[src/rtl/sample_scheduler_if.sv]
// R13 triangle/box handoff into the scheduler and the R14 sample stream out of it.
// master = surrounding pipeline (upstream driver + downstream consumer), slave = the scheduler.
interface sample_scheduler_if #(
  parameter int SIGFIG = 24,
  parameter int VERTS  = 3,
  parameter int AXIS   = 3,
  parameter int COLORS = 3
);
  logic signed [SIGFIG-1:0] tri_R13S   [VERTS][AXIS];
  logic        [SIGFIG-1:0] color_R13U [COLORS];
  logic signed [SIGFIG-1:0] box_R13S   [2][2];
  logic                     validTri_R13H;
  logic        [3:0]        subSample_RnnnnU;

  logic                     halt_RnnnnnH;
  logic signed [SIGFIG-1:0] tri_R14S    [VERTS][AXIS];
  logic        [SIGFIG-1:0] color_R14U  [COLORS];
  logic signed [SIGFIG-1:0] sample_R14S [2];
  logic                     validSamp_R14H;

  modport master (
    output tri_R13S, color_R13U, box_R13S, validTri_R13H, subSample_RnnnnU,
    input  halt_RnnnnnH, tri_R14S, color_R14U, sample_R14S, validSamp_R14H
  );

  modport slave (
    input  tri_R13S, color_R13U, box_R13S, validTri_R13H, subSample_RnnnnU,
    output halt_RnnnnnH, tri_R14S, color_R14U, sample_R14S, validSamp_R14H
  );
endinterface

[src/rtl/sample_scheduler.sv]
// Raster-walks a sample-aligned bounding box (1/4/16/64 spp), one sample per cycle, first sample 1 cycle after capture.
// Backpressure: halt is high for every TEST cycle; upstream is consumed only in WAIT, so a held triangle goes back-to-back.
module sample_scheduler #(
  parameter int SIGFIG = 24,
  parameter int RADIX  = 10,
  parameter int VERTS  = 3,
  parameter int AXIS   = 3,
  parameter int COLORS = 3
) (
  input  logic              clk,
  input  logic              rst,
  sample_scheduler_if.slave bus
);
  typedef enum logic {S_WAIT, S_TEST} state_t;
  state_t state, state_nxt;

  logic signed [SIGFIG-1:0] tri_q   [VERTS][AXIS];
  logic        [SIGFIG-1:0] color_q [COLORS];
  logic signed [SIGFIG-1:0] samp_x, samp_y;
  logic signed [SIGFIG-1:0] ll_x, ur_x, ur_y;
  logic        [SIGFIG-1:0] step_q, step_dec;

  logic capture, adv_x, adv_row, box_ok;

  // One guard bit so x+step cannot wrap below ur when ur sits near the positive limit.
  logic signed [SIGFIG:0] x_inc, y_inc, ur_x_ext, ur_y_ext;
  assign x_inc    = $signed({samp_x[SIGFIG-1], samp_x}) + $signed({1'b0, step_q});
  assign y_inc    = $signed({samp_y[SIGFIG-1], samp_y}) + $signed({1'b0, step_q});
  assign ur_x_ext = $signed({ur_x[SIGFIG-1], ur_x});
  assign ur_y_ext = $signed({ur_y[SIGFIG-1], ur_y});

  assign box_ok = (bus.box_R13S[0][0] <= bus.box_R13S[1][0]) &&
                  (bus.box_R13S[0][1] <= bus.box_R13S[1][1]);

  always_comb begin
    step_dec = SIGFIG'(1) << RADIX;
    case (bus.subSample_RnnnnU)
      4'b1000: step_dec = SIGFIG'(1) << RADIX;
      4'b0100: step_dec = SIGFIG'(1) << (RADIX - 1);
      4'b0010: step_dec = SIGFIG'(1) << (RADIX - 2);
      4'b0001: step_dec = SIGFIG'(1) << (RADIX - 3);
      default: step_dec = SIGFIG'(1) << RADIX;
    endcase
  end

  always_ff @(posedge clk) begin
    if (!rst) begin
      state <= S_WAIT;
    end else begin
      state <= state_nxt;
    end
  end

  always_comb begin
    state_nxt = state;
    capture   = 1'b0;
    adv_x     = 1'b0;
    adv_row   = 1'b0;
    case (state)
      S_WAIT: begin
        // A degenerate box is consumed here without ever entering TEST.
        if (bus.validTri_R13H && box_ok) begin
          capture   = 1'b1;
          state_nxt = S_TEST;
        end
      end
      S_TEST: begin
        if (x_inc <= ur_x_ext) begin
          adv_x = 1'b1;
        end else if (y_inc <= ur_y_ext) begin
          adv_row = 1'b1;
        end else begin
          state_nxt = S_WAIT;
        end
      end
      default: state_nxt = S_WAIT;
    endcase
  end

  always_ff @(posedge clk) begin
    if (!rst) begin
      samp_x <= '0;
      samp_y <= '0;
      ll_x   <= '0;
      ur_x   <= '0;
      ur_y   <= '0;
      step_q <= '0;
      for (int v = 0; v < VERTS; v++)
        for (int a = 0; a < AXIS; a++)
          tri_q[v][a] <= '0;
      for (int c = 0; c < COLORS; c++)
        color_q[c] <= '0;
    end else if (capture) begin
      samp_x <= bus.box_R13S[0][0];
      samp_y <= bus.box_R13S[0][1];
      ll_x   <= bus.box_R13S[0][0];
      ur_x   <= bus.box_R13S[1][0];
      ur_y   <= bus.box_R13S[1][1];
      step_q <= step_dec;
      for (int v = 0; v < VERTS; v++)
        for (int a = 0; a < AXIS; a++)
          tri_q[v][a] <= bus.tri_R13S[v][a];
      for (int c = 0; c < COLORS; c++)
        color_q[c] <= bus.color_R13U[c];
    end else if (adv_x) begin
      samp_x <= x_inc[SIGFIG-1:0];
    end else if (adv_row) begin
      samp_x <= ll_x;
      samp_y <= y_inc[SIGFIG-1:0];
    end
  end

  assign bus.halt_RnnnnnH   = (state == S_TEST);
  assign bus.validSamp_R14H = (state == S_TEST);
  assign bus.sample_R14S[0] = samp_x;
  assign bus.sample_R14S[1] = samp_y;
  assign bus.tri_R14S       = tri_q;
  assign bus.color_R14U     = color_q;
endmodule
[src/flat_wrapper.sv]
// flat-port wrapper written by rule: the top's interface ports become plain ports
module sample_scheduler_flat 
#(
  parameter int SIGFIG = 24,
  parameter int RADIX  = 10,
  parameter int VERTS  = 3,
  parameter int AXIS   = 3,
  parameter int COLORS = 3
)
  (clk, rst, bus_tri_R13S, bus_color_R13U, bus_box_R13S, bus_validTri_R13H, bus_subSample_RnnnnU, bus_halt_RnnnnnH, bus_tri_R14S, bus_color_R14U, bus_sample_R14S, bus_validSamp_R14H);
  sample_scheduler_if #(.SIGFIG(SIGFIG), .VERTS(VERTS), .AXIS(AXIS), .COLORS(COLORS)) bus_i ();
  input  logic clk;
  input  logic rst;
  input wire logic [$bits(bus_i.tri_R13S)-1:0] bus_tri_R13S;
  input wire logic [$bits(bus_i.color_R13U)-1:0] bus_color_R13U;
  input wire logic [$bits(bus_i.box_R13S)-1:0] bus_box_R13S;
  input wire logic [$bits(bus_i.validTri_R13H)-1:0] bus_validTri_R13H;
  input wire logic [$bits(bus_i.subSample_RnnnnU)-1:0] bus_subSample_RnnnnU;
  output wire logic [$bits(bus_i.halt_RnnnnnH)-1:0] bus_halt_RnnnnnH;
  output wire logic [$bits(bus_i.tri_R14S)-1:0] bus_tri_R14S;
  output wire logic [$bits(bus_i.color_R14U)-1:0] bus_color_R14U;
  output wire logic [$bits(bus_i.sample_R14S)-1:0] bus_sample_R14S;
  output wire logic [$bits(bus_i.validSamp_R14H)-1:0] bus_validSamp_R14H;
  assign bus_i.tri_R13S = {>>{bus_tri_R13S}};
  assign bus_i.color_R13U = {>>{bus_color_R13U}};
  assign bus_i.box_R13S = {>>{bus_box_R13S}};
  assign bus_i.validTri_R13H = bus_validTri_R13H;
  assign bus_i.subSample_RnnnnU = bus_subSample_RnnnnU;
  assign bus_halt_RnnnnnH = bus_i.halt_RnnnnnH;
  assign bus_tri_R14S = {>>{bus_i.tri_R14S}};
  assign bus_color_R14U = {>>{bus_i.color_R14U}};
  assign bus_sample_R14S = {>>{bus_i.sample_R14S}};
  assign bus_validSamp_R14H = bus_i.validSamp_R14H;
  sample_scheduler #(.SIGFIG(SIGFIG), .RADIX(RADIX), .VERTS(VERTS), .AXIS(AXIS), .COLORS(COLORS)) u_core (.clk(clk), .rst(rst), .bus(bus_i));
endmodule
[config.mk]
export PLATFORM = sky130hd
export DESIGN_NAME = sample_scheduler_flat
export DESIGN_NICKNAME = d
export VERILOG_FILES = /design/src/rtl/sample_scheduler_if.sv /design/src/rtl/sample_scheduler.sv /design/src/flat_wrapper.sv
export SDC_FILE = /design/constraint.sdc
export NUM_CORES = 1
export LEC_CHECK = 0
export ABC_AREA = 1
export BUFFER_PORTS_ARGS = -buffer_cell sky130_fd_sc_hd__buf_2
export CAP_MARGIN = 20
export CORE_AREA = 2 2 282 284
export CTS_BUF_LIST = sky130_fd_sc_hd__clkbuf_8 sky130_fd_sc_hd__clkbuf_16
export CTS_CLUSTER_SIZE = 20
export DETAILED_ROUTE_END_ITERATION = 7
export DIE_AREA = 0 0 284 286
export HOLD_SLACK_MARGIN = 0.02
export PLACE_DENSITY = 0.49
export SETUP_SLACK_MARGIN = 0.02
export SLEW_MARGIN = 15
export SYNTH_ARGS = -nofsm -noshare
export SYNTH_HDL_FRONTEND = slang
export SYNTH_SLANG_ARGS = --single-unit
export TNS_END_PERCENT = 20
[constraint.sdc]
create_clock -name clk -period 7.5 [get_ports clk]
set_input_delay 0 -clock clk [delete_from_list [all_inputs] [get_ports clk]]
set_output_delay 0 -clock clk [all_outputs]
set_load 0.01 [all_outputs]
# After elaboration in Yosys (flattened, before gate mapping)
# Cells that the tools add are included.
dict set report op_classes {
  addsub 2
  magnitude_cmp 4
  eq_ne 4
  mux 16
  n_bitwise 1
  n_reduce_logical 5
}
# op count
set op_table {}
lappend op_table {{two-way mux 24 bit} 6}
lappend op_table {{adder 24 x 25 -> 25 bit} 2}
lappend op_table {{<= comparator 25 x 24 -> 1 bit} 2}
lappend op_table {{<= comparator 24 bit} 2}
lappend op_table {{case mux 11 bit (3 select lines)} 1}
lappend op_table {{two-way mux 1 bit} 8}
lappend op_table {{== test 4 x 1 -> 1 bit (second input constant)} 1}
lappend op_table {{== test 4 x 2 -> 1 bit (second input constant)} 1}
lappend op_table {{== test 4 x 3 -> 1 bit (second input constant)} 1}
lappend op_table {{nonzero test 3 bit} 1}
lappend op_table {{logical AND 1 bit} 2}
lappend op_table {{inequality test 2 x 1 -> 1 bit (second input constant)} 1}
lappend op_table {{case mux 1 bit (2 select lines)} 1}
lappend op_table {{AND reduction 2 bit} 1}
lappend op_table {{nonzero test 2 bit} 1}
lappend op_table {{NOT 1 bit} 1}
dict set report totals {
  register_bits 433
  out_inout_bits 338
  wordCells 51
}

# Longest topological paths before layout
# Gate-level depths: netlist of run 1.
dict set report logic_depth {
  depth_word 8
  ltp_mapped 26
  depth_no_buf 25
}

# Least setup slack after synthesis of run 1
# No wires, ideal clock.
dict set report synth_timing {
  path_type {register -> register}
  from {register u_core.samp_x[7]}
  to {register u_core.samp_x[0]}
  setup_time_ns 0.113
  arrival_ns 3.452
  required_time_ns 7.387
  slack_ns 3.935
  path_stages_with_launch 19
  n_path_buf 2
  period_less_slack_ns 3.565
  path_cell_list {dfxtp_1 > ha_1 > inv_1 > fa_1 > o21ai_0 > nand2_1 > nor2_1 > xor2_1 > ha_1 > nand2_1 > o21ai_0 > a21oi_1 > nand4_2 > nand3_2 > nand2_1 > buf_4 > buf_4 > nor2_1 > nor2_1}
}
dict set report synth_between {
  elab_chain_cells 6
  word_cells_on_any_way 9
}
# item line_no
set synth_rtl {}
lappend synth_rtl {{start: declaration} sample_scheduler.sv:19} ;# logic signed [SIGFIG-1:0] samp_x, samp_y;
lappend synth_rtl {{start signal: assignment} sample_scheduler.sv:94} ;# samp_x <= bus.box_R13S[0][0];
lappend synth_rtl {{start signal: assignment} sample_scheduler.sv:106} ;# samp_x <= x_inc[SIGFIG-1:0];
lappend synth_rtl {{start signal: assignment} sample_scheduler.sv:108} ;# samp_x <= ll_x;
lappend synth_rtl {{adder 24 x 25 -> 25 bit (*)} sample_scheduler.sv:27} ;# assign x_inc = $signed({samp_x[SIGFIG-1], samp_x}) + $signed({1'b0, step_q});
lappend synth_rtl {{<= comparator 25 x 24 -> 1 bit (*)} sample_scheduler.sv:68} ;# if (x_inc <= ur_x_ext) begin
lappend synth_rtl {{two-way mux 1 bit} sample_scheduler.sv:68}
lappend synth_rtl {{two-way mux 1 bit} sample_scheduler.sv:59} ;# case (state)
lappend synth_rtl {{two-way mux 24 bit} sample_scheduler.sv:105} ;# end else if (adv_x) begin
lappend synth_rtl {{two-way mux 24 bit} sample_scheduler.sv:93} ;# end else if (capture) begin
# Mark *: on every way between the ends. The rest lies on a longest branch, timed or not.
# A chain may end at the register's enable or synchronous reset.

# Final worst setup path of run 1
dict set report layout_timing {
  from {register u_core.step_q[10]}
  to {register u_core.samp_y[19]}
}
dict set report layout_between {
  elab_chain_cells 7
  word_cells_on_any_way 15
}
# item line_no
set layout_rtl {}
lappend layout_rtl {{start: declaration} sample_scheduler.sv:21} ;# logic [SIGFIG-1:0] step_q, step_dec;
lappend layout_rtl {{start signal: assignment} sample_scheduler.sv:99} ;# step_q <= step_dec;
lappend layout_rtl {{adder 24 x 25 -> 25 bit} sample_scheduler.sv:28} ;# assign y_inc = $signed({samp_y[SIGFIG-1], samp_y}) + $signed({1'b0, step_q});
lappend layout_rtl {{<= comparator 25 x 24 -> 1 bit} sample_scheduler.sv:70} ;# end else if (y_inc <= ur_y_ext) begin
lappend layout_rtl {{two-way mux 1 bit} sample_scheduler.sv:70}
lappend layout_rtl {{two-way mux 1 bit} sample_scheduler.sv:68}
lappend layout_rtl {{two-way mux 1 bit} sample_scheduler.sv:59}
lappend layout_rtl {{nonzero test 2 bit (no source line)} --}
lappend layout_rtl {{AND reduction 2 bit (no source line)} --}
lappend layout_rtl {{end signal: assignment} sample_scheduler.sv:95} ;# samp_y <= bus.box_R13S[0][1];
lappend layout_rtl {{end signal: assignment} sample_scheduler.sv:109} ;# samp_y <= y_inc[SIGFIG-1:0];
lappend layout_rtl {{end: declaration} sample_scheduler.sv:19}
# Several ways; a longest one is shown, not always the timed one. The select of a mux whose other input is x is not followed.

==> out/results.tsv, run 1 <==
metric	value	unit
r2r_cells	24	
reg2reg_slack	2.13	ns
path_cells	ha_1 -> nand2_1 -> nand2_1 -> a31oi_1 -> nor3_1 -> nand2_1 -> nor2_1 -> nand2_1 -> xor2_1 -> ha_1 -> nand2_1 -> nor2_1 -> nand2_1 -> nor2_1 -> nand2_1 -> nand3_1 -> nand2_1 -> inv_1 -> nand2_1 -> nand2_2 -> nand2_2 -> nor2_1 -> nor2_1 -> dlygate4sd3_1	
drtIter0Drc	1156	
dieWidth	284	um
maxSlewViolCount	0	
skew	0.02104	ns
drive_gt1_share	22.40	%
synth_compound_area_share	12.92	%
vias_per_cell	4.342	
cpMaxStageDelayCell	dlygate4sd3_1	
dp_hpwl	56.03	mm
grt_use_met3	4.506	%
seqPwrFrac	34.6	%
synth_mux_area_share	0	%
use_met1	21.05	%
synth-adder-area-share	7.282	%
grt_first_pass_wirelength	116.8	mm
syn_area	18760	um^2
core	78360	um^2
cp_common_cell	nand2_1	
routed_wl	77.85	mm
post_cts_buffers	0	
min_period	5.371	ns
whs	0.1066	ns
ys_seq_area_share	44.07	%
slowest_delay	0.55	ns
syn_nets	3117	
p_leak	0.01376	uW
dieArea	81220	um^2
ir_drop	207.9	uV
io_buffer_count	728	
timing.setup.tns	0	ns
synth_cells	2618	
synthXorXnorAreaFrac	1.120	%
drc	0	
pwr-share-clk	33.1	%
finalCritPeriodShare	71.61	%
power.density	263.7	nW/um^2
final_cell_mix	1006 x nand2_1, 727 x buf_2, 416 x dlygate4sd3_1	
arrival	5.85	ns
antenna_found_initial	15	
holdPathStages	9	
yosysTopAreaCell	dfxtp_1	
post_drt_wl_per_cell	16.32	um
synth_top_area_share	44.07	%
cts.sinks	413	
setup_viol	0	
max_freq	186.2	MHz
p_int	4933	uW
combPwrFrac	32.3	%
first_global_vias	20520	
worst_pin_slew	1.238	ns
hp-start	bus_validTri_R13H	
status	completed	
grt_usage	18.19	%
worstReg2RegEnd	u_core.samp_y[19]	
yosysWarningCount	0	
synth.distinct_cells	31	
hold_viol_final	0	
path_class	reg -> reg	
rows	103	
die_h	286	um
swShare	35.34	%
num_vias	20710	
cts_buffer_depth	3	
hold_end	u_core.samp_y[21]	
cp.required	7.98	ns
worstReg2RegStart	u_core.step_q[10]	
postSynthAreaPerCell	7.166	um^2
grt-ovfl-total	0	
cts.clk_slew.worst_paths	0.06	ns
clk_latency	0.59	ns
switchingPower	2696	uW
area_growth	54.17	%
start_util	23.94	%
drtAntennaViolNets	0	
dr.pass1.iters	5	
hp-class	in -> reg	
gp_congestion	0.8720	
top_usage_layer	met2	
yosys.area_share.simple	26.18	%
endpoint_kind	register	
rsz0062_at_grt	no	
synth_top_family_by_area	simple AND/OR/NAND/NOR gates	
fin_nets	4175	
cp-start-kind	register	
htree_levels	2	
ys_top_cells_by_area	dfxtp_1 44%, nand2_1 20%, a21oi_1 11%	
boundaryPins	729	
mostFrequentLayoutCell	nand2_1	
final_cell_count_no_fill	4771	
cp_max_fo	48	
grt_use_met2	31.28	%
ys_ff_latch	413	
relSlewSlack	17.48	%
cts_tree	yes	
cts_root_buf	clkbuf_16	
grt_max_degree	203	
cts_buffers	50	
cts_resized	0	
cap_violations	0	
dp_cells	4258	
synth_stat cells, drive strengths merged:
cell type,count
nor4,6
a21o,7
nand4,47
xor2,22
nor3b,1
ha,106
nor3,16
o21a,1
nand3b,4
fa,2
dfxtp,413
nor2,135
buf,96
inv,201
nand2,1009
o21ai,58
nand3,24
clkbuf,53
and2,1
a21oi,412
xnor2,2
a31oi,2
through the flow:
stage	setup slack, ns	total power, uW	area, um^2	utilization [%]
floorplan	3.935	4180	18760	-
CTS	2.081	7724	28910	36.90
global placement	2.624	4947	23030	29.39
finish	2.129	7629	28930	36.92
detailed placement	2.501	4961	23030	29.39
global route	1.523	8147	28930	36.92
critical path, delay by kind of cell, from the launching register on:
family	cells	cell delay, ns
buffers and inverters	2	0.60
XOR/XNOR	1	0.17
AND/OR/NAND/NOR	18	3.34
AO/OA/AOI/OAI	1	0.06
flip-flops	1	0.36
adder cells (fa/ha/maj)	2	0.67
how the worst max path moves through the flow:
stage                            from                end  slack (ns)  cells past startpoint
floorplan            u_core.samp_x[7]   u_core.samp_x[0]        3.94                     18
global route         u_core.step_q[7]  u_core.samp_y[23]        1.52                     23
CTS                  u_core.step_q[7]  u_core.samp_y[23]        2.08                     23
global placement     u_core.step_q[7]   u_core.samp_x[7]        2.62                     18
finish              u_core.step_q[10]  u_core.samp_y[19]        2.13                     24
detailed placement   u_core.step_q[7]  u_core.samp_x[19]        2.50                     18
cells by family (layout without fill, tap and decap cells):
kind of cell,Yosys count,in the layout
AND/OR/NAND/NOR,1243,1243
adder cells (fa/ha/maj),108,108
buffers and inverters,350,1447
flip-flops,413,413
XOR/XNOR,24,24
AO/OA/AOI/OAI,480,480
other,0,6
flip-flops by register name, summed over array words and instances (netlist names):
name / cells
u_core.ll_x: 24
u_core.bus.tri_R14S: 216
u_core.step_q: 4
u_core.bus.halt_RnnnnnH: 1
u_core.samp_y: 24
u_core.samp_x: 24
u_core.ur_x: 24
u_core.ur_y: 24
u_core.bus.color_R14U: 72
layout make-up:
cell class	instances	area, um^2
timing repair buffer	1155	7930
multi-input combinational	1855	8922
sequential	413	8268
antenna	6	15.01
inverter	201	762.0
clock buffer	64	1455
tap	1050	1314
clock inverter	27	259.0
fill	8419	49430
power groups by stage:
stage                     Combinational (uW)  Clock (uW)  Sequential (uW)
after global routing                    2790        2690             2670
after global placement                  2260           0             2680
after detailed placement                2280           0             2680
final                                   2460        2530             2640
after floorplan                         1460           0             2720
after CTS                               2490        2600             2640
repair_timing:
| action | CTS | global route |
|---|---|---|
| hold endpoints to repair | 412 | 0 |
| hold buffers | 416 | 0 |
| endpoints found under the setup margin | 0 | 0 |
metal layers:
metal	vias to the layer above	routed length (um)	part of all wire, %
met5	-	86	0.11
met4	12	4141	5.3
met3	177	5022	6.5
met2	651	37340	48
li1	10470	-	-
met1	9400	31260	40
No activity file was read; power rests on OpenSTA's default activity.
==> run 2: changes to the inputs <==
--- a/config.mk
+++ b/config.mk
@@ -8,13 +8,13 @@
 export ABC_AREA = 1
 export BUFFER_PORTS_ARGS = -buffer_cell sky130_fd_sc_hd__buf_2
 export CAP_MARGIN = 20
-export CORE_AREA = 2 2 282 284
+export CORE_AREA = 2 2 286 288
 export CTS_BUF_LIST = sky130_fd_sc_hd__clkbuf_8 sky130_fd_sc_hd__clkbuf_16
 export CTS_CLUSTER_SIZE = 20
 export DETAILED_ROUTE_END_ITERATION = 7
-export DIE_AREA = 0 0 284 286
+export DIE_AREA = 0 0 288 290
 export HOLD_SLACK_MARGIN = 0.02
-export PLACE_DENSITY = 0.49
+export PLACE_DENSITY = 0.5
 export SETUP_SLACK_MARGIN = 0.02
 export SLEW_MARGIN = 15
 export SYNTH_ARGS = -nofsm -noshare
==> constraint.sdc (replaced) <==
create_clock -name clk -period 4.3 [get_ports clk]
set_input_delay 0 -clock clk [delete_from_list [all_inputs] [get_ports clk]]
set_output_delay 0 -clock clk [all_outputs]
set_load 0.01 [all_outputs]
==> run 2 against run 1 <==
Against the previous run:
- design area up 0.58%
- clock skew is 0.0049 ns lower
- combinational power is 80% higher
- routed wire length is 0.35% higher
- sequential cell count stayed put
- worst hold slack got worse by 0.012 ns
- final cell count increased by 0.38%
- critical endpoint is now u_core.samp_y[17]
- highest routed layer unchanged
==> out/results.tsv, run 2 (same netlist as run 1, synthesis figures left out) <==
metric	value	unit	change
skew	0.01615	ns	-0.004884 ns
routed_wl	78.12	mm	+0.35%
mostFrequentLayoutCell	nand2_1		
dp_hpwl	57.26	mm	+2.2%
top_usage_layer	met2		
timing.setup.tns	0	ns	unchanged
min_period	3.800	ns	-1.571 ns
fin_total_pwr	13290	uW	+74%
cts.clk_slew.worst_paths	0.06	ns	about the same
setup_slack	0.4998	ns	-1.629 ns
path_class	reg -> reg		
grt_usage	17.99	%	-0.20 points
grt_max_degree	142		-30%
num_vias	20740		+0.13%
cts_buffers	49		-2.0%
htree_levels	2		unchanged
hp-class	in -> reg		
arrival	4.27	ns	-1.58 ns
post_drt_wl_per_cell	16.31	um	about the same
cp_max_fo	48		unchanged
hold_viol_final	0		unchanged
finalCritPeriodShare	88.38	%	+17 points
endpoint_kind	register		
cts_root_buf	clkbuf_16		
dr.pass1.iters	6		+1
gp_congestion	0.8723		about the same
grt_first_pass_wirelength	118.7	mm	+1.7%
dieWidth	288	um	+1.4%
slowest_delay	0.37	ns	-0.18 ns
ir_drop	309.3	uV	+49%
grt_use_met3	3.703	%	-0.80 points
drive_gt1_share	22.80	%	+0.40 points
core	80160	um^2	+2.3%
dp_cells	4289		+0.73%
worstReg2RegStart	u_core.step_q[9]		
cp.required	4.77	ns	-3.21 ns
drtIter0Drc	1042		-9.9%
fin_nets	4190		+0.36%
power.density	456.9	nW/um^2	+73%
maxSlewViolCount	0		unchanged
cp_common_cell	nand2_1		
r2r_cells	26		+8.3%
first_global_vias	20580		+0.26%
area_growth	55.07	%	
die_h	290	um	+1.4%
grt-ovfl-total	0		unchanged
cts_tree	yes		
max_freq	263.1	MHz	+41%
post-place-ws	0.2838	ns	-2.217 ns
status	completed		
cts.sinks	413		unchanged
io_buffer_count	728		unchanged
final_cell_count_no_fill	4789		+0.38%
vias_per_cell	4.331		-0.25%
boundaryPins	729		unchanged
clk_latency	0.59	ns	about the same
dpl_cell_area	23310	um^2	+1.2%
final_cell_area	29090	um^2	+0.58%
p_leak	0.01385	uW	+0.66%
drtAntennaViolNets	0		unchanged
worst_pin_slew	0.9345	ns	-0.3033 ns
endpoint	u_core.samp_y[17]		
rows	104		+0.97%
antenna_found_initial	11		-4
relSlewSlack	37.70	%	+20 points
final_cell_mix	1006 x nand2_1, 727 x buf_2, 413 x dfxtp_1		
start_util	23.41	%	-0.54 points
grt_use_met2	31.61	%	+0.34 points
cp-start-kind	register		
dieArea	83520	um^2	+2.8%
startpoint	u_core.step_q[9]		
cts_buffer_depth	3		unchanged
drc	0		unchanged
use_met1	20.95	%	-0.093 points
cap_violations	0		unchanged
cpMaxStageDelayCell	ha_1		
rsz0062_at_grt	no		
largest_reg_flops	216		unchanged
setup_viol	0		unchanged
worstReg2RegEnd	u_core.samp_y[17]		
reg2reg_slack	0.50	ns	-1.63 ns
run 2: cell types whose count changed in the layout (fill, tap and decap cells not counted), sizes merged:
cell	change
clkinvlp	-3
buf	+23
diode	-1
dlygate4sd3	-7
clkbuf	-2
clkinv	-1
bufinv	-1
run 2: report_power, final:
group	total [uW]	leakage, uW	switching, uW	internal (uW)
sequential	4610	0.00335	351	4260
clock	4260	0.000852	1720	2550
combinational	4420	0.00965	2660	1760
total	13300	0.0139	4730	8570
run 2: layout make-up:
cell class / instances / area (um^2)
fill: 8583 / 51060
multi-input combinational: 1855 / 8934
sequential: 413 / 8268
timing repair buffer: 1171 / 8145
clock buffer: 62 / 1416
tap: 1060 / 1326
inverter: 201 / 762.0
clock inverter: 22 / 230.2
antenna: 5 / 12.51
run 2: worst min-delay path by stage:
stage	start	endpoint	slack [ns]	cells past startpoint
floorplan	bus_color_R13U[0]	u_core.bus.color_R14U[0]	0.14	2
global placement	bus_color_R13U[43]	u_core.bus.color_R14U[43]	0.25	3
detailed placement	bus_tri_R13S[110]	u_core.bus.tri_R14S[110]	0.25	3
CTS	bus_subSample_RnnnnU[1]	u_core.step_q[8]	0.04	5
global route	bus_subSample_RnnnnU[1]	u_core.step_q[8]	0.08	5
finish	bus_subSample_RnnnnU[1]	u_core.step_q[10]	0.09	6
run 2: routing by layer:
| layer | share of wire [%] | vias up | wire length [um] |
|---|---|---|---|
| met1 | 40 | 9427 | 31420 |
| li1 | - | 10500 | - |
| met3 | 6.1 | 169 | 4774 |
| met2 | 49 | 637 | 38510 |
| met4 | 4.3 | 6 | 3376 |
| met5 | 0.052 | - | 41 |
run 2: metrics by stage:
step	hold slack [ns]	util, %
after floorplan	0.1429	-
after global placement	0.2488	29.09
after detailed placement	0.2549	29.09
after CTS	0.04005	36.25
after global routing	0.07614	36.29
final	0.09456	36.30
run 2: repair_timing:
item,in CTS,in global routing
hold buffers,409,0
endpoints found under the hold margin,412,0
gates resized for setup,0,2
setup endpoints to repair,0,41
buffers inserted,0,2
run 2: worst max-delay path, delay by kind of cell (launching register included):
family / cells / cell delay [ns]
adders and majority gates: 2 / 0.66
and+or+nand+nor: 18 / 1.78
buffers and inverters: 3 / 0.36
DFF: 1 / 0.36
AOI/OAI and AO/OA: 2 / 0.41
xor gates and xnor gates: 1 / 0.14
